$ cat src/rtl/mem_port_arbiter_pkg.sv
// Shared types and constants for the two-port memory arbiter.
package mem_arb_pkg;

    typedef enum logic [1:0] {
        IDLE    = 2'd0,
        BUSY    = 2'd1,
        RELEASE = 2'd2
    } arb_state_e;

    localparam int NUM_PORTS   = 2;
    localparam int PORT_ICACHE = 0;
    localparam int PORT_DCACHE = 1;

    localparam logic RW_READ  = 1'b0;
    localparam logic RW_WRITE = 1'b1;

    function automatic logic [NUM_PORTS-1:0] port_onehot(input logic sel);
        return sel ? 2'b10 : 2'b01;
    endfunction

endpackage

$ cat src/rtl/mem_port_arbiter_if.sv
// Requester, memory and status signals of the arbiter; master = arbiter side,
// slave = requesters plus memory.
interface mem_port_arbiter_if #(
    parameter int AW = 32,
    parameter int DW = 32
);
    logic          req0_en;
    logic          req0_rw;
    logic [AW-1:0] req0_addr;
    logic [DW-1:0] req0_wdata;
    logic [DW-1:0] req0_rdata;
    logic          req0_finish;

    logic          req1_en;
    logic          req1_rw;
    logic [AW-1:0] req1_addr;
    logic [DW-1:0] req1_wdata;
    logic [DW-1:0] req1_rdata;
    logic          req1_finish;

    logic          mem_en;
    logic          mem_rw;
    logic [AW-1:0] mem_addr;
    logic [DW-1:0] mem_wdata;
    logic [DW-1:0] mem_rdata;
    logic          mem_op_finish;

    logic [1:0]    grant;
    logic          timeout_err;

    modport master (
        input  req0_en, req0_rw, req0_addr, req0_wdata,
        output req0_rdata, req0_finish,
        input  req1_en, req1_rw, req1_addr, req1_wdata,
        output req1_rdata, req1_finish,
        output mem_en, mem_rw, mem_addr, mem_wdata,
        input  mem_rdata, mem_op_finish,
        output grant, timeout_err
    );

    modport slave (
        output req0_en, req0_rw, req0_addr, req0_wdata,
        input  req0_rdata, req0_finish,
        output req1_en, req1_rw, req1_addr, req1_wdata,
        input  req1_rdata, req1_finish,
        input  mem_en, mem_rw, mem_addr, mem_wdata,
        output mem_rdata, mem_op_finish,
        input  grant, timeout_err
    );

endinterface

$ cat src/rtl/mem_port_arbiter_arb_pick.sv
// Combinational winner select for the arbiter. ARB_ROUND_ROBIN_EN: ties go to the
// port not granted last; otherwise ties go to the data cache (port 1).
module arb_pick
    import mem_arb_pkg::*;
(
    input  logic [NUM_PORTS-1:0] req_i,
`ifdef ARB_ROUND_ROBIN_EN
    input  logic                 last_i,
`endif
    output logic                 valid_o,
    output logic                 sel_o
);

    always_comb begin
        valid_o = |req_i;
        sel_o   = 1'b0;
        if (req_i[PORT_DCACHE] && !req_i[PORT_ICACHE]) begin
            sel_o = 1'b1;
        end else if (&req_i) begin
`ifdef ARB_ROUND_ROBIN_EN
            sel_o = ~last_i;
`else
            sel_o = 1'b1;
`endif
        end
    end

endmodule

$ cat src/rtl/mem_port_arbiter.sv
// Two-port memory arbiter: IDLE/BUSY/RELEASE FSM, registered memory request,
// per-port held read data and busy watchdog. Build option macro: ARB_ROUND_ROBIN_EN.
module mem_port_arbiter
    import mem_arb_pkg::*;
#(
    parameter int AW             = 32,
    parameter int DW             = 32,
    parameter int TIMEOUT_CYCLES = 255
) (
    input  logic               clk,
    input  logic               rst,
    mem_port_arbiter_if.master bus
);

    localparam int            CW       = (TIMEOUT_CYCLES > 0) ? $clog2(TIMEOUT_CYCLES + 1) : 1;
    localparam logic [CW-1:0] CNT_LAST = CW'(TIMEOUT_CYCLES - 1);

    arb_state_e                   state_q, state_d;
    logic                         mem_en_q, mem_en_d;
    logic                         mem_rw_q, mem_rw_d;
    logic [AW-1:0]                mem_addr_q, mem_addr_d;
    logic [DW-1:0]                mem_wdata_q, mem_wdata_d;
    logic [NUM_PORTS-1:0]         grant_q, grant_d;
    logic [NUM_PORTS-1:0]         fin_q, fin_d;
    logic [NUM_PORTS-1:0][DW-1:0] rdata_q, rdata_d;
    logic                         err_q, err_d;
    logic [CW-1:0]                cnt_q, cnt_d;

    logic [NUM_PORTS-1:0] req_vec;
    logic                 pick_vld;
    logic                 pick_sel;
    logic                 owner;
    logic                 tmo_hit;

    assign req_vec = {bus.req1_en, bus.req0_en};
    assign owner   = grant_q[PORT_DCACHE];
    // Counter sits at TIMEOUT_CYCLES-1 on the edge that completes the last busy cycle.
    assign tmo_hit = (TIMEOUT_CYCLES != 0) && (cnt_q == CNT_LAST);

`ifdef ARB_ROUND_ROBIN_EN
    logic last_q, last_d;

    arb_pick u_pick (
        .req_i   (req_vec),
        .last_i  (last_q),
        .valid_o (pick_vld),
        .sel_o   (pick_sel)
    );
`else
    arb_pick u_pick (
        .req_i   (req_vec),
        .valid_o (pick_vld),
        .sel_o   (pick_sel)
    );
`endif

    always_comb begin
        state_d     = state_q;
        mem_en_d    = mem_en_q;
        mem_rw_d    = mem_rw_q;
        mem_addr_d  = mem_addr_q;
        mem_wdata_d = mem_wdata_q;
        grant_d     = grant_q;
        fin_d       = '0;
        rdata_d     = rdata_q;
        err_d       = err_q;
        cnt_d       = cnt_q;
`ifdef ARB_ROUND_ROBIN_EN
        last_d      = last_q;
`endif
        case (state_q)
            IDLE: begin
                if (pick_vld) begin
                    mem_en_d    = 1'b1;
                    mem_rw_d    = pick_sel ? bus.req1_rw    : bus.req0_rw;
                    mem_addr_d  = pick_sel ? bus.req1_addr  : bus.req0_addr;
                    mem_wdata_d = pick_sel ? bus.req1_wdata : bus.req0_wdata;
                    grant_d     = port_onehot(pick_sel);
                    cnt_d       = '0;
                    state_d     = BUSY;
`ifdef ARB_ROUND_ROBIN_EN
                    last_d      = pick_sel;
`endif
                end
            end
            BUSY: begin
                // A real completion on the watchdog edge wins over the abort.
                if (bus.mem_op_finish || tmo_hit) begin
                    mem_en_d       = 1'b0;
                    grant_d        = '0;
                    fin_d[owner]   = 1'b1;
                    rdata_d[owner] = bus.mem_op_finish ? bus.mem_rdata : '0;
                    if (!bus.mem_op_finish) err_d = 1'b1;
                    state_d        = RELEASE;
                end else if (TIMEOUT_CYCLES != 0) begin
                    cnt_d = cnt_q + CW'(1);
                end
            end
            RELEASE: state_d = IDLE;
            default: state_d = IDLE;
        endcase
    end

    always_ff @(posedge clk or posedge rst) begin
        if (rst) begin
            state_q     <= IDLE;
            mem_en_q    <= 1'b0;
            mem_rw_q    <= RW_READ;
            mem_addr_q  <= '0;
            mem_wdata_q <= '0;
            grant_q     <= '0;
            fin_q       <= '0;
            rdata_q     <= '0;
            err_q       <= 1'b0;
            cnt_q       <= '0;
        end else begin
            state_q     <= state_d;
            mem_en_q    <= mem_en_d;
            mem_rw_q    <= mem_rw_d;
            mem_addr_q  <= mem_addr_d;
            mem_wdata_q <= mem_wdata_d;
            grant_q     <= grant_d;
            fin_q       <= fin_d;
            rdata_q     <= rdata_d;
            err_q       <= err_d;
            cnt_q       <= cnt_d;
        end
    end

`ifdef ARB_ROUND_ROBIN_EN
    always_ff @(posedge clk or posedge rst) begin
        if (rst) last_q <= 1'b0;
        else     last_q <= last_d;
    end
`endif

    assign bus.mem_en      = mem_en_q;
    assign bus.mem_rw      = mem_rw_q;
    assign bus.mem_addr    = mem_addr_q;
    assign bus.mem_wdata   = mem_wdata_q;
    assign bus.grant       = grant_q;
    assign bus.timeout_err = err_q;
    assign bus.req0_finish = fin_q[PORT_ICACHE];
    assign bus.req1_finish = fin_q[PORT_DCACHE];
    assign bus.req0_rdata  = rdata_q[PORT_ICACHE];
    assign bus.req1_rdata  = rdata_q[PORT_DCACHE];

endmodule

$ cat src/flat_wrapper.sv
// flat-port wrapper written by rule: the top's interface ports become plain ports
module mem_port_arbiter_flat import mem_arb_pkg::*;
#(
    parameter int AW             = 32,
    parameter int DW             = 32,
    parameter int TIMEOUT_CYCLES = 255
)
  (clk, rst, bus_req0_en, bus_req0_rw, bus_req0_addr, bus_req0_wdata, bus_req0_rdata, bus_req0_finish, bus_req1_en, bus_req1_rw, bus_req1_addr, bus_req1_wdata, bus_req1_rdata, bus_req1_finish, bus_mem_en, bus_mem_rw, bus_mem_addr, bus_mem_wdata, bus_mem_rdata, bus_mem_op_finish, bus_grant, bus_timeout_err);
  mem_port_arbiter_if #(.AW(AW), .DW(DW)) bus_i ();
  input  logic clk;
  input  logic rst;
  input wire logic [$bits(bus_i.req0_en)-1:0] bus_req0_en;
  input wire logic [$bits(bus_i.req0_rw)-1:0] bus_req0_rw;
  input wire logic [$bits(bus_i.req0_addr)-1:0] bus_req0_addr;
  input wire logic [$bits(bus_i.req0_wdata)-1:0] bus_req0_wdata;
  output wire logic [$bits(bus_i.req0_rdata)-1:0] bus_req0_rdata;
  output wire logic [$bits(bus_i.req0_finish)-1:0] bus_req0_finish;
  input wire logic [$bits(bus_i.req1_en)-1:0] bus_req1_en;
  input wire logic [$bits(bus_i.req1_rw)-1:0] bus_req1_rw;
  input wire logic [$bits(bus_i.req1_addr)-1:0] bus_req1_addr;
  input wire logic [$bits(bus_i.req1_wdata)-1:0] bus_req1_wdata;
  output wire logic [$bits(bus_i.req1_rdata)-1:0] bus_req1_rdata;
  output wire logic [$bits(bus_i.req1_finish)-1:0] bus_req1_finish;
  output wire logic [$bits(bus_i.mem_en)-1:0] bus_mem_en;
  output wire logic [$bits(bus_i.mem_rw)-1:0] bus_mem_rw;
  output wire logic [$bits(bus_i.mem_addr)-1:0] bus_mem_addr;
  output wire logic [$bits(bus_i.mem_wdata)-1:0] bus_mem_wdata;
  input wire logic [$bits(bus_i.mem_rdata)-1:0] bus_mem_rdata;
  input wire logic [$bits(bus_i.mem_op_finish)-1:0] bus_mem_op_finish;
  output wire logic [$bits(bus_i.grant)-1:0] bus_grant;
  output wire logic [$bits(bus_i.timeout_err)-1:0] bus_timeout_err;
  assign bus_i.req0_en = bus_req0_en;
  assign bus_i.req0_rw = bus_req0_rw;
  assign bus_i.req0_addr = bus_req0_addr;
  assign bus_i.req0_wdata = bus_req0_wdata;
  assign bus_req0_rdata = bus_i.req0_rdata;
  assign bus_req0_finish = bus_i.req0_finish;
  assign bus_i.req1_en = bus_req1_en;
  assign bus_i.req1_rw = bus_req1_rw;
  assign bus_i.req1_addr = bus_req1_addr;
  assign bus_i.req1_wdata = bus_req1_wdata;
  assign bus_req1_rdata = bus_i.req1_rdata;
  assign bus_req1_finish = bus_i.req1_finish;
  assign bus_mem_en = bus_i.mem_en;
  assign bus_mem_rw = bus_i.mem_rw;
  assign bus_mem_addr = bus_i.mem_addr;
  assign bus_mem_wdata = bus_i.mem_wdata;
  assign bus_i.mem_rdata = bus_mem_rdata;
  assign bus_i.mem_op_finish = bus_mem_op_finish;
  assign bus_grant = bus_i.grant;
  assign bus_timeout_err = bus_i.timeout_err;
  mem_port_arbiter #(.AW(AW), .DW(DW), .TIMEOUT_CYCLES(TIMEOUT_CYCLES)) u_core (.clk(clk), .rst(rst), .bus(bus_i));
endmodule
$ cat config.mk
export PLATFORM = sky130hd
export DESIGN_NAME = mem_port_arbiter_flat
export DESIGN_NICKNAME = d
export VERILOG_FILES = /design/src/rtl/mem_port_arbiter_pkg.sv /design/src/rtl/mem_port_arbiter_if.sv /design/src/rtl/mem_port_arbiter_arb_pick.sv /design/src/rtl/mem_port_arbiter.sv /design/src/flat_wrapper.sv
export SDC_FILE = /design/constraint.sdc
export NUM_CORES = 1
export LEC_CHECK = 0
export ABC_AREA = 1
export BUFFER_PORTS_ARGS = -buffer_cell sky130_fd_sc_hd__buf_4
export CAP_MARGIN = 20
export CORE_AREA = 3 3 128 117
export DETAILED_ROUTE_END_ITERATION = 16
export DIE_AREA = 0 0 131 120
export GPL_TIMING_DRIVEN = 0
export PLACE_DENSITY = 0.8
export SLEW_MARGIN = 0
export SYNTH_ARGS = -nofsm -noshare
export SYNTH_HDL_FRONTEND = slang
export SYNTH_SLANG_ARGS = --single-unit
$ cat constraint.sdc
create_clock -name clk -period 5.9 [get_ports clk]
set_input_delay 1.18 -clock clk [delete_from_list [all_inputs] [get_ports clk]]
set_output_delay 1.18 -clock clk [all_outputs]
set_load 0.005 [all_outputs]
### Word-level counts from Yosys, hierarchy flattened

Index checks and enable logic that the tools add are counted.

* word-level logic and storage cells: 60
* input port bits: 167
* register bits: 145

* bitwise gates (word level): 1
* equality and inequality tests: 5
* muxes and demuxes: 26
* $add $sub $neg: 1
* reductions and logical operators: 14
* order comparisons: 2

Operators with widths (number)
* 2-to-1 mux 32 bit: 4
* bitwise mux 64 bit: 1
* demux 32 bit (select 1 bit): 1
* 2-to-1 mux 8 bit: 2
* case mux 8 bit (2 select lines): 1
* 2-to-1 mux 2 bit: 7
* AND reduction 3 bit: 3
* adder 8 x 1 -> 8 bit, second input constant: 1
* == test 8 bit, second input constant: 1
* case mux 2 bit (2 select lines): 2
* AND reduction 2 bit: 4
* 2-to-1 mux 1 bit: 6
* != test 2 x 1 -> 1 bit, second input constant: 2
* == test 2 x 1 -> 1 bit, second input constant: 1
* logical AND 1 bit: 2
* logical NOT 2 bit: 1
* less-than comparator 1 x 2 -> 1 bit, second input constant: 1
* != test 2 bit, second input constant: 1
* case mux 1 bit (2 select lines): 1
* nonzero test 2 bit: 1
* OR reduction 2 bit: 1
* demux 1 bit (select 1 bit): 1
* greater-or-equal comparator 1 bit, second input constant: 1
* logical NOT 1 bit: 1
* other kinds (2): 2

### Longest topological paths before layout

Gate-level depths: netlist of the first run.

* depth after elaboration: 6
* gate-level depth with buffers: 11

### Hierarchy

A second synthesis of the first run with hierarchy kept.

* cells, all modules: 742
* area total of the unflattened synthesis: 6379.9 um^2

Modules (own cells, without submodules)
* mem_port_arbiter: area an instance 6364.9 um^2, cells each 738, sequential area each 3628.5 um^2, times used 1
* arb_pick: area an instance 15.0 um^2, cells each 4, sequential area each 0.0 um^2, times used 1

### Worst setup path before layout of the first run

No wires, ideal clock.

* kind: input to register
* start point: input port bus_req1_en
* end point: register u_core.mem_wdata_q[0] (netlist: u_core.bus.mem_wdata[0])
* setup time: 130 ps
* data required time: 5770 ps
* arrival time: 2011 ps
* slack: 3759 ps
* cell stages on the path: 7
* path through: buf_2 -> o21ai_4 -> inv_2 -> buf_4 -> buf_2 -> nor2_1 -> a31oi_1

* cells in the longest elaborated chain, start to end: 4
* elaborated cells on any way between the ends: 7
* classes of those cells: mux: 3; reduce/logical: 4

RTL lines
* from (decl): RTL line flat_wrapper.sv:18 `input wire logic [$bits(bus_i.req1_en)-1:0] bus_req1_en;`
* AND reduction 2 bit: RTL line mem_port_arbiter_arb_pick.sv:19 `end else if (&req_i) begin`
* 2-to-1 mux 1 bit: RTL line mem_port_arbiter_arb_pick.sv:19
* 2-to-1 mux 1 bit: RTL line mem_port_arbiter_arb_pick.sv:17 `if (req_i[PORT_DCACHE] && !req_i[PORT_ICACHE]) begin`
* 2-to-1 mux 32 bit: RTL line mem_port_arbiter.sv:77 `mem_wdata_d = pick_sel ? bus.req1_wdata : bus.req0_wdata;`
* to (signal assigned): RTL line mem_port_arbiter.sv:121 `mem_wdata_q <= mem_wdata_d;`
* to (decl): RTL line mem_port_arbiter.sv:22 `logic [DW-1:0] mem_wdata_q, mem_wdata_d;`

Several ways; a longest one is shown, not always the timed one.
A chain may end at the register's enable or synchronous reset.

### Worst setup path in the final report of the first run

* start point: register u_core.grant_q[1] (netlist: u_core.bus.grant[1])
* end point: output port bus_grant[1]

RTL lines
* from (decl): RTL line mem_port_arbiter.sv:23 `logic [NUM_PORTS-1:0] grant_q, grant_d;`
* from (signal assigned): RTL line mem_port_arbiter.sv:122 `grant_q <= grant_d;`
* to (decl): RTL line flat_wrapper.sv:30 `output wire logic [$bits(bus_i.grant)-1:0] bus_grant;`

No word-level cell between the ends.

==> reports/summary.txt, run 1 <==
Initial DRC Count -> 345
Area leader, netlist -> dfrtp_1
Critical path's top delay family -> flip-flops
Worst min path class -> reg2reg
EDFF count, synth -> 0
Reg2reg start -> u_core.state_q[1]
CP Cell Sequence -> buf_4
Largest net degree at the start of global routing -> 87
Fin Hold WS -> 0.4785 ns
Post-synth cell types -> 25
Clk_lat worst skew -> 0.42 ns
Largest stage delay, worst path -> 0.43 ns
Max Clock Freq -> 457.9 MHz
Die Area -> 15,720 um2
Sw frac -> 33.65%
CTS Sinks -> 145
Number of failing hold endpoints at the final stage -> 0
Clk pin slew, worst setup/hold paths -> 0.06 ns
Clock share of power -> 23.3%
CTS Root Cell -> clkbuf_16
H-tree depth -> 4
VDD IR max -> 245.4 uV
Synth top area share -> 56.63%
Nets -> 1,191
WP buf/inv -> 1
Drt first pass iters -> 5
Hpwl dp -> 15.54 mm
Initial antenna violation count -> 0
Top-count cell post-synth -> nand2_1
Via density per instance -> 4.944
Vias -> 6,066
Max_cap viols -> 0
Core outline area -> 13,900 um2
I/O pins -> 302
Synth warn -> 0
Endpoint class of the critical path -> primary output
Predominant post-synthesis flop cell -> dfrtp_1
Synth area leaders -> dfrtp_1 (57%), nand2_1 (14%), a31oi_1 (6.3%)
CTS tree -> built
ANT cells -> 0
Sequential area share after synthesis -> 56.63%
Lkg Pwr -> 4.795 nW
CTS resizes -> 0
Mean Syn Cell Area -> 9.114 um2
Tcrit/Tclk final -> 37.01%
Number of global-route vias before repair -> 6,123
CP max-delay cell -> dfrtp_1
Gpl congestion -> 0.8765
Layout cells sized above 1 -> 42.46%
Combinational share of power -> 39.7%
Post-CTS Hold Fix Bufs -> 0
Fraction of registers with async set or reset after synthesis -> 100.0%
Gr usage total -> 25.54%
Worst Max-Slew Pin Slew -> 0.5894 ns
Number of nets with antenna violations after routing -> 0
Setup crit start -> u_core.bus.grant[1]
Outcome -> finished, final reports clean
Final routed DRC violation total -> 0
Input/output buffers -> 299
#FFs+latches synth -> 145
Seq pwr share -> 36.9%
Max-slew headroom -> 60.71%
Pins Over Slew Limit -> 0
DR WL/cell -> 16.45 um
CP max FO -> 4
CTS max path bufs -> 2
Final Power -> 4.638 mW
Area Overhead vs Synth -> 48.60%
Cell Pwr Density -> 487.1 nW/um2
Total grt overflow -> 0
Initial core utilization -> 46.09%
Setup violations, final -> 0
CTS Buf Count -> 17
Hold Startpoint -> u_core.bus.mem_en
First-pass GRT wire length -> 30.88 mm
Top post-synthesis cells by count -> nand2_1 (240), dfrtp_1 (145), nor2_1 (72)
RSZ-0062 raised after global routing -> no
Internal -> 3.077 mW
Post-Syn Area -> 6407 um2
Startpoint types -> flop
Die X -> 131 um
Final wirelength -> 20.19 mm
# Post-CTS Setup Buffers -> 0
Syn_nets -> 872
Setup TNS -> 0 ns
Syn Inst Count -> 703
Final min period -> 2.184 ns
Row count -> 41
Clock Skew -> 0.009404 ns
Critical path class -> reg2out
Critical path required time -> 4.72 ns
NetSw -> 1.560 mW
Die height -> 120 um
Post-Route Utilization -> 68.49%
Crit path DAT -> 1.00 ns
[cell type report]
cell class | count | area, um2
clock inverters | 10 | 135.1
clock buffers | 21 | 460.4
well taps | 193 | 241.5
repair buffers | 300 | 2272
fillers | 1117 | 4380
inverters | 19 | 76.32
plain buffers | 47 | 287.8
multi-input cells | 492 | 2420
flip-flops and latches | 145 | 3628
[power by group through the flow]
stage	sequential (mW)	clock, mW	combinational [mW]
2_1_floorplan	1.73	0	0.806
3_3_place_gp	1.70	0	1.82
3_5_place_dp	1.72	0	1.86
4_1_cts	1.71	1.10	1.87
5_1_grt	1.76	1.14	2.04
6_report	1.71	1.08	1.84
[registers in the layout, indices dropped and copies added (netlist names)]
name                    cells
u_core.bus.grant            2
u_core.bus.mem_en           1
u_core.bus.mem_rw           1
u_core.cnt_q                8
u_core.bus.mem_addr        32
u_core.state_q              2
u_core.fin_q                2
u_core.bus.req1_rdata      32
u_core.bus.req0_rdata      32
u_core.bus.timeout_err      1
u_core.bus.mem_wdata       32
[cells by family after synthesis]
| group | count (synthesis) | synth area share, % |
|---|---|---|
| simple gates | 356 | 22.61 |
| fa+ha+maj | 2 | 0.3905 |
| flops | 145 | 56.63 |
| buf+inv | 66 | 5.604 |
| xor+xnor | 2 | 0.2734 |
| compound gates | 132 | 14.49 |
[path summary, 6_finish.rpt]
check                      cells after the start                       end  slack, ns
setup reg to reg                               6    u_core.bus.mem_addr[8]       4.28
max in group asynchronous                      3           u_core.cnt_q[2]       4.25
setup / recovery                               1              bus_grant[1]       3.72
min in group asynchronous                      2  u_core.bus.mem_wdata[11]       0.83
hold reg to reg                                2         u_core.bus.mem_en       0.48
hold / removal                                 2         u_core.bus.mem_en       0.48
[cell usage in the layout, fill, tap and decap left out, drive strengths merged, types with 2 or more instances in the layout]
cell type and count:
clkinv 6, buf 326, xor2 2, nand3 10
bufinv 3, o21ai 66, dfrtp 145, inv 19
nand2 269, nor2 74, a31oi 65, ha 2
clkbuf 42
[metrics by stage]
stage               cells  area (um2)  setup slack (ns)
floorplan             703        6407            0.8254
global placement     1195        8894           -0.9055
detailed placement   1196        8926             3.387
CTS                  1227        9522             3.679
global route         1227        9522             3.658
finish               1227        9522             3.716
[routing by layer]
metal | GRT usage, % | vias up | wire [um]
li1 | - | 2933 | -
met4 | 9.704 | 0 | 558
met1 | 28.15 | 2845 | 7300
met3 | 11.44 | 38 | 2210
met2 | 42.93 | 250 | 10120
met5 | 0 | - | 0
Note: power is estimated with default switching activity, not from simulation.
==> inputs of run 2 (changes only) <==
--- a/config.mk
+++ b/config.mk
@@ -8,11 +8,11 @@
 export ABC_AREA = 1
 export BUFFER_PORTS_ARGS = -buffer_cell sky130_fd_sc_hd__buf_4
 export CAP_MARGIN = 20
-export CORE_AREA = 3 3 128 117
+export CORE_AREA = 3 3 135 124
 export DETAILED_ROUTE_END_ITERATION = 16
-export DIE_AREA = 0 0 131 120
+export DIE_AREA = 0 0 138 127
 export GPL_TIMING_DRIVEN = 0
-export PLACE_DENSITY = 0.8
+export PLACE_DENSITY = 0.75
 export SLEW_MARGIN = 0
 export SYNTH_ARGS = -nofsm -noshare
 export SYNTH_HDL_FRONTEND = slang
==> constraint.sdc (replaced) <==
create_clock -name clk -period 1.95 [get_ports clk]
set_input_delay 0.39 -clock clk [delete_from_list [all_inputs] [get_ports clk]]
set_output_delay 0.39 -clock clk [all_outputs]
set_load 0.005 [all_outputs]
==> run 2 against run 1 <==
Against the previous run:
- global-route usage decreased by 1.7 points
- worst hold slack got worse by 0.24 ns
- sequential power grew to 3.0 times the previous value
- register-to-register slack worse by 4.0 ns
- total power rose to 3.1 times the previous value
- largest cell class unchanged
- utilization fell by 5.8 points
- non-clock buffer count up 4
==> reports/summary.txt, run 2 (synthesis results as in run 1) <==
Initial antenna violation count -> 0
Max-slew headroom -> 62.73%
Worst min path class -> in2reg
Lkg Pwr -> 4.845 nW
Area Overhead vs Synth -> 50.60%
Setup violations, final -> 0
Post-route non-filler standard cell count -> 1,241
Clk pin slew, worst setup/hold paths -> 0.06 ns
Row count -> 43
Gr usage total -> 23.88%
CTS tree -> built
Worst Max-Slew Pin Slew -> 0.5590 ns
Number of failing hold endpoints at the final stage -> 0
H-tree depth -> 4
Internal -> 9.564 mW
FF/Latch Area -> 3628 um2
Hold Startpoint -> bus_req0_addr[21]
# Post-CTS Setup Buffers -> 0
Reg2reg setup slack -> 0.27 ns
Total grt overflow -> 0
Dpl cell area -> 8989 um2
Area of the multi-input gates -> 2420 um2
Critical path class -> reg2reg
VDD IR max -> 775.7 uV
Hold endpoint -> u_core.bus.mem_addr[21]
Critical path required time -> 2.22 ns
CTS max path bufs -> 2
Combinational share of power -> 38.9%
Final Power -> 14.40 mW
Initial DRC Count -> 276
Clock share of power -> 25.0%
First-pass GRT wire length -> 33.10 mm
Drt first pass iters -> 4
CTS resizes -> 0
Core outline area -> 15,390 um2
I/O pins -> 302
Placed cell count -> 1,208
Largest net degree at the start of global routing -> 43
Number of nets with antenna violations after routing -> 0
Nets -> 1,195
Pins Over Slew Limit -> 0
Worst hold path depth -> 3
Number of global-route vias before repair -> 6,126
Final wirelength -> 21.12 mm
Cell Pwr Density -> 1492 nW/um2
NetSw -> 4.832 mW
R2R cell count -> 9
Clk_lat worst skew -> 0.42 ns
Reg-to-reg endpoint -> u_core.fin_q[0]
Via density per instance -> 4.894
Fillcell total -> 1,340
CTS Sinks -> 145
CTS Buf Count -> 17
CTS Root Cell -> clkbuf_16
Max_cap viols -> 0
Fin area -> 9649 um2
Initial core utilization -> 41.64%
ANT cells -> 0
Post-CTS Hold Fix Bufs -> 1
Final min period -> 1.678 ns
Final routed DRC violation total -> 0
Tcrit/Tclk final -> 86.04%
Max Clock Freq -> 596.0 MHz
Reg2reg start -> u_core.cnt_q[0]
Seq pwr share -> 36.1%
Vias -> 6,074
Die Area -> 17,530 um2
Input/output buffers -> 299
Crit path DAT -> 1.95 ns
Gpl congestion -> 0.8817
RSZ-0062 raised after global routing -> no
Sw frac -> 33.57%
Die height -> 127 um
Outcome -> finished, final reports clean
Layout cells sized above 1 -> 42.73%
Startpoint types -> flop
Most frequent cells in the layout -> buf_4 (301), nand2_1 (240), dfrtp_1 (145)
Endpoint class of the critical path -> flop
CP max FO -> 10
Commonest non-fill, non-tap cell in the layout -> buf_4
Hpwl dp -> 16.18 mm
DR WL/cell -> 17.02 um
Die X -> 138 um
Clock Skew -> 0.007864 ns
[run 2: changes by cell type in the layout (fill, tap and decap cells not counted), sizes merged]
cell	change
buf	+3
bufinv	+2
clkbuf	-2
clkinv	-1
clkinvlp	+1
dlygate4sd3	+1
inv	+1
[run 2: cell type report]
class | count | area share (%)
Inverter | 19 | 0.7780
Buffer | 47 | 2.982
Tap cell | 202 | 2.619
Clock buffer | 19 | 4.590
Sequential cell | 145 | 37.60
Timing Repair Buffer | 304 | 24.20
Clock inverter | 13 | 2.152
Multi-Input combinational cell | 492 | 25.08
[run 2: stage by stage]
step           util (%)  TNS [ns]  hold WS (ns)  setup WS, ns
3_3_place_gp      57.90   -175.20        0.4586        -1.216
6_report          62.71         0        0.2348        0.2721
3_5_place_dp      58.42         0        0.3584        0.2289
2_1_floorplan         -    -37.56        0.4654       -0.2590
4_1_cts           62.71         0        0.2214        0.2417
5_1_grt           62.71         0        0.2198       0.05629
[run 2: worst max-delay path by stage]
stage / startpoint / end / slack (ns) / cells past startpoint
after floorplan: rst / u_core.bus.grant[0] / -0.26 / 1
after global placement: rst / u_core.bus.mem_addr[17] / -1.22 / 2
after detailed placement: bus_mem_op_finish / u_core.bus.req1_rdata[4] / 0.23 / 8
after CTS: u_core.cnt_q[0] / u_core.fin_q[0] / 0.24 / 9
after global routing: u_core.cnt_q[0] / u_core.fin_q[0] / 0.06 / 9
final: u_core.cnt_q[0] / u_core.fin_q[0] / 0.27 / 9
[run 2: critical path: stages (launching register included)]
cell      delay (ns)
dfrtp_1         0.38
inv_1           0.08
ha_1            0.20
inv_1           0.05
nor2_1          0.04
nand2_2         0.08
nand2_2         0.07
nand3_2         0.08
clkbuf_1        0.43
inv_1           0.12
[run 2: routing by layer]
| metal | vias up | routed length [um] | track usage (%) |
|---|---|---|---|
| met3 | 18 | 2112 | 10.55 |
| met2 | 249 | 10620 | 41.53 |
| li1 | 2938 | - | - |
| met5 | - | 0 | 0 |
| met1 | 2869 | 8156 | 27.62 |
| met4 | 0 | 235 | 4.939 |
[run 2: power by group through the flow]
stage	sequential, mW	clock (mW)	combinational [mW]
after detailed placement	5.20	0	5.65
after global placement	5.16	0	5.54
final	5.19	3.60	5.61
after global routing	5.34	3.78	6.16
after floorplan	5.23	0	2.44
after CTS	5.19	3.65	5.67
==> inputs of run 3 (changes only) <==
--- a/config.mk
+++ b/config.mk
@@ -8,9 +8,9 @@
 export ABC_AREA = 1
 export BUFFER_PORTS_ARGS = -buffer_cell sky130_fd_sc_hd__buf_4
 export CAP_MARGIN = 20
-export CORE_AREA = 3 3 135 124
+export CORE_AREA = 2 2 134 123
 export DETAILED_ROUTE_END_ITERATION = 16
-export DIE_AREA = 0 0 138 127
+export DIE_AREA = 0 0 136 125
 export GPL_TIMING_DRIVEN = 0
 export PLACE_DENSITY = 0.75
 export SLEW_MARGIN = 0
==> run 3 against run 2 <==
Against the previous run:
- register-to-register slack improved by 0.04 ns
- final cell count increased by 0.40%
- worst hold slack improved by 0.0057 ns
- critical path depth unchanged
- non-clock buffer count unchanged
- die area decreased by 3.0%
- clock-buffer cell count decreased by 2
- clock power decreased by 6.4%
- sequential share of layout area increased by 0.12 points
- setup slack improved by 0.041 ns
- flip-flop and latch count unchanged
- highest routed layer unchanged
==> reports/summary.txt, run 3 (synthesis results as in run 1) <==
Clk pin slew, worst setup/hold paths -> 0.06 ns
Clock Skew -> 0.008354 ns
Slack of the critical path -> 0.3133 ns
Die Area -> 17,000 um2
Most frequent cells in the layout -> buf_4 (301), nand2_1 (240), dfrtp_1 (145)
VDD IR max -> 864.1 uV
Max_cap viols -> 0
Post-CTS Hold Fix Bufs -> 1
Hpwl dp -> 15.50 mm
Dpl cell area -> 9002 um2
Critical path class -> reg2reg
Commonest non-fill, non-tap cell in the layout -> buf_4
Worst Max-Slew Pin Slew -> 0.5782 ns
CTS Root Cell -> clkbuf_16
Vias -> 6,050
RSZ-0062 raised after global routing -> no
H-tree depth -> 4
Worst min path class -> in2reg
Total grt overflow -> 0
Drt first pass iters -> 4
Row count -> 44
Hold Startpoint -> bus_req0_wdata[6]
DR WL/cell -> 15.91 um
Layout cells sized above 1 -> 42.83%
I/O pins -> 302
Setup TNS -> 0 ns
Max-slew headroom -> 61.46%
Initial core utilization -> 40.69%
Startpoint types -> flop
Outcome -> finished, final reports clean
Pins Over Slew Limit -> 0
Final routed DRC violation total -> 0
First-pass GRT wire length -> 31.22 mm
CTS Sinks -> 145
Final min period -> 1.637 ns
Tcrit/Tclk final -> 83.94%
Final wirelength -> 19.83 mm
CTS tree -> built
Input/output buffers -> 299
Core outline area -> 15,750 um2
Endpoint class of the critical path -> flop
Reg2reg start -> u_core.cnt_q[0]
Largest stage delay, worst path -> 0.42 ns
Setup violations, final -> 0
Critical path required time -> 2.23 ns
Reg2reg setup slack -> 0.31 ns
CP Cell Sequence -> inv_1, ha_1, inv_1, nor2_1, nand2_2, nand2_2, nand3_2, clkbuf_1, o21ai_1
Largest net degree at the start of global routing -> 40
CTS max path bufs -> 2
CP max FO -> 10
Nets -> 1,195
Clk_lat worst skew -> 0.41 ns
Max Clock Freq -> 611.0 MHz
# Post-CTS Setup Buffers -> 0
Critical path's top delay family -> buffers and inverters
Cell Pwr Density -> 1462 nW/um2
Gpl congestion -> 0.8437
Area Overhead vs Synth -> 50.13%
Initial antenna violation count -> 0
ANT cells -> 0
Initial DRC Count -> 247
Via density per instance -> 4.856
Number of failing hold endpoints at the final stage -> 0
WP buf/inv -> 3
Crit path DAT -> 1.91 ns
Hold endpoint -> u_core.bus.mem_wdata[6]
Die X -> 136 um
Fin area -> 9619 um2
Dpl ws -> 0.1963 ns
CTS Buf Count -> 17
CTS resizes -> 0
Number of global-route vias before repair -> 5,971
R2R cell count -> 9
Reg-to-reg endpoint -> u_core.bus.req1_rdata[8]
Gr usage total -> 23.71%
Worst hold path depth -> 3
Die height -> 125 um
Number of nets with antenna violations after routing -> 0
CP max-delay cell -> clkbuf_1
Lkg Pwr -> 4.831 nW
## run 3: cell type report
type	count	area (um2)
Clock buffer	17	425.4
Tap cell	207	259.0
Multi-Input combinational cell	492	2420
Clock inverter	15	181.4
Inverter	19	75.07
Fill cell	1428	6126
Sequential cell	145	3628
Buffer	47	287.8
Timing Repair Buffer	304	2342
## run 3: stage by stage
step                      total power, mW  utilization [%]  std cells  hold slack (ns)
after floorplan                     7.672                -        703           0.4654
after global placement              10.65            56.62       1209           0.4604
after detailed placement            10.79            57.18       1213           0.3861
after CTS                           14.21            61.09       1246           0.2241
after global routing                15.03            61.09       1246           0.2294
final                               14.06            61.09       1246           0.2406
## run 3: tightest hold or removal path, cell delays in order
cell and delay (ns):
buf_4 0.10, nand2_1 0.05, a31oi_1 0.07
## run 3: worst max-delay path by stage
stage / start / end / slack (ns) / depth (start not counted)
after floorplan: rst / u_core.bus.grant[0] / -0.26 / 1
after global placement: rst / u_core.bus.req0_rdata[10] / -1.25 / 2
after detailed placement: bus_mem_op_finish / u_core.bus.req0_rdata[16] / 0.20 / 8
after CTS: u_core.cnt_q[0] / u_core.bus.req0_rdata[16] / 0.28 / 11
after global routing: u_core.cnt_q[0] / u_core.bus.req0_rdata[15] / 0.14 / 9
final: u_core.cnt_q[0] / u_core.bus.req1_rdata[8] / 0.31 / 9
## run 3: metal layers
layer	global-route usage, %	routed length [um]
met5	0	0
met4	8.701	529
met3	10.30	2109
met2	39.05	9605
met1	27.37	7582
## run 3: report_power, final
part / switching, mW / internal [mW] / leakage, nW
Combinational: 2.63 / 2.90 / 2.76
Sequential: 0.807 / 4.35 / 1.77
Clock: 1.34 / 2.03 / 0.300
Total: 4.78 / 9.28 / 4.83
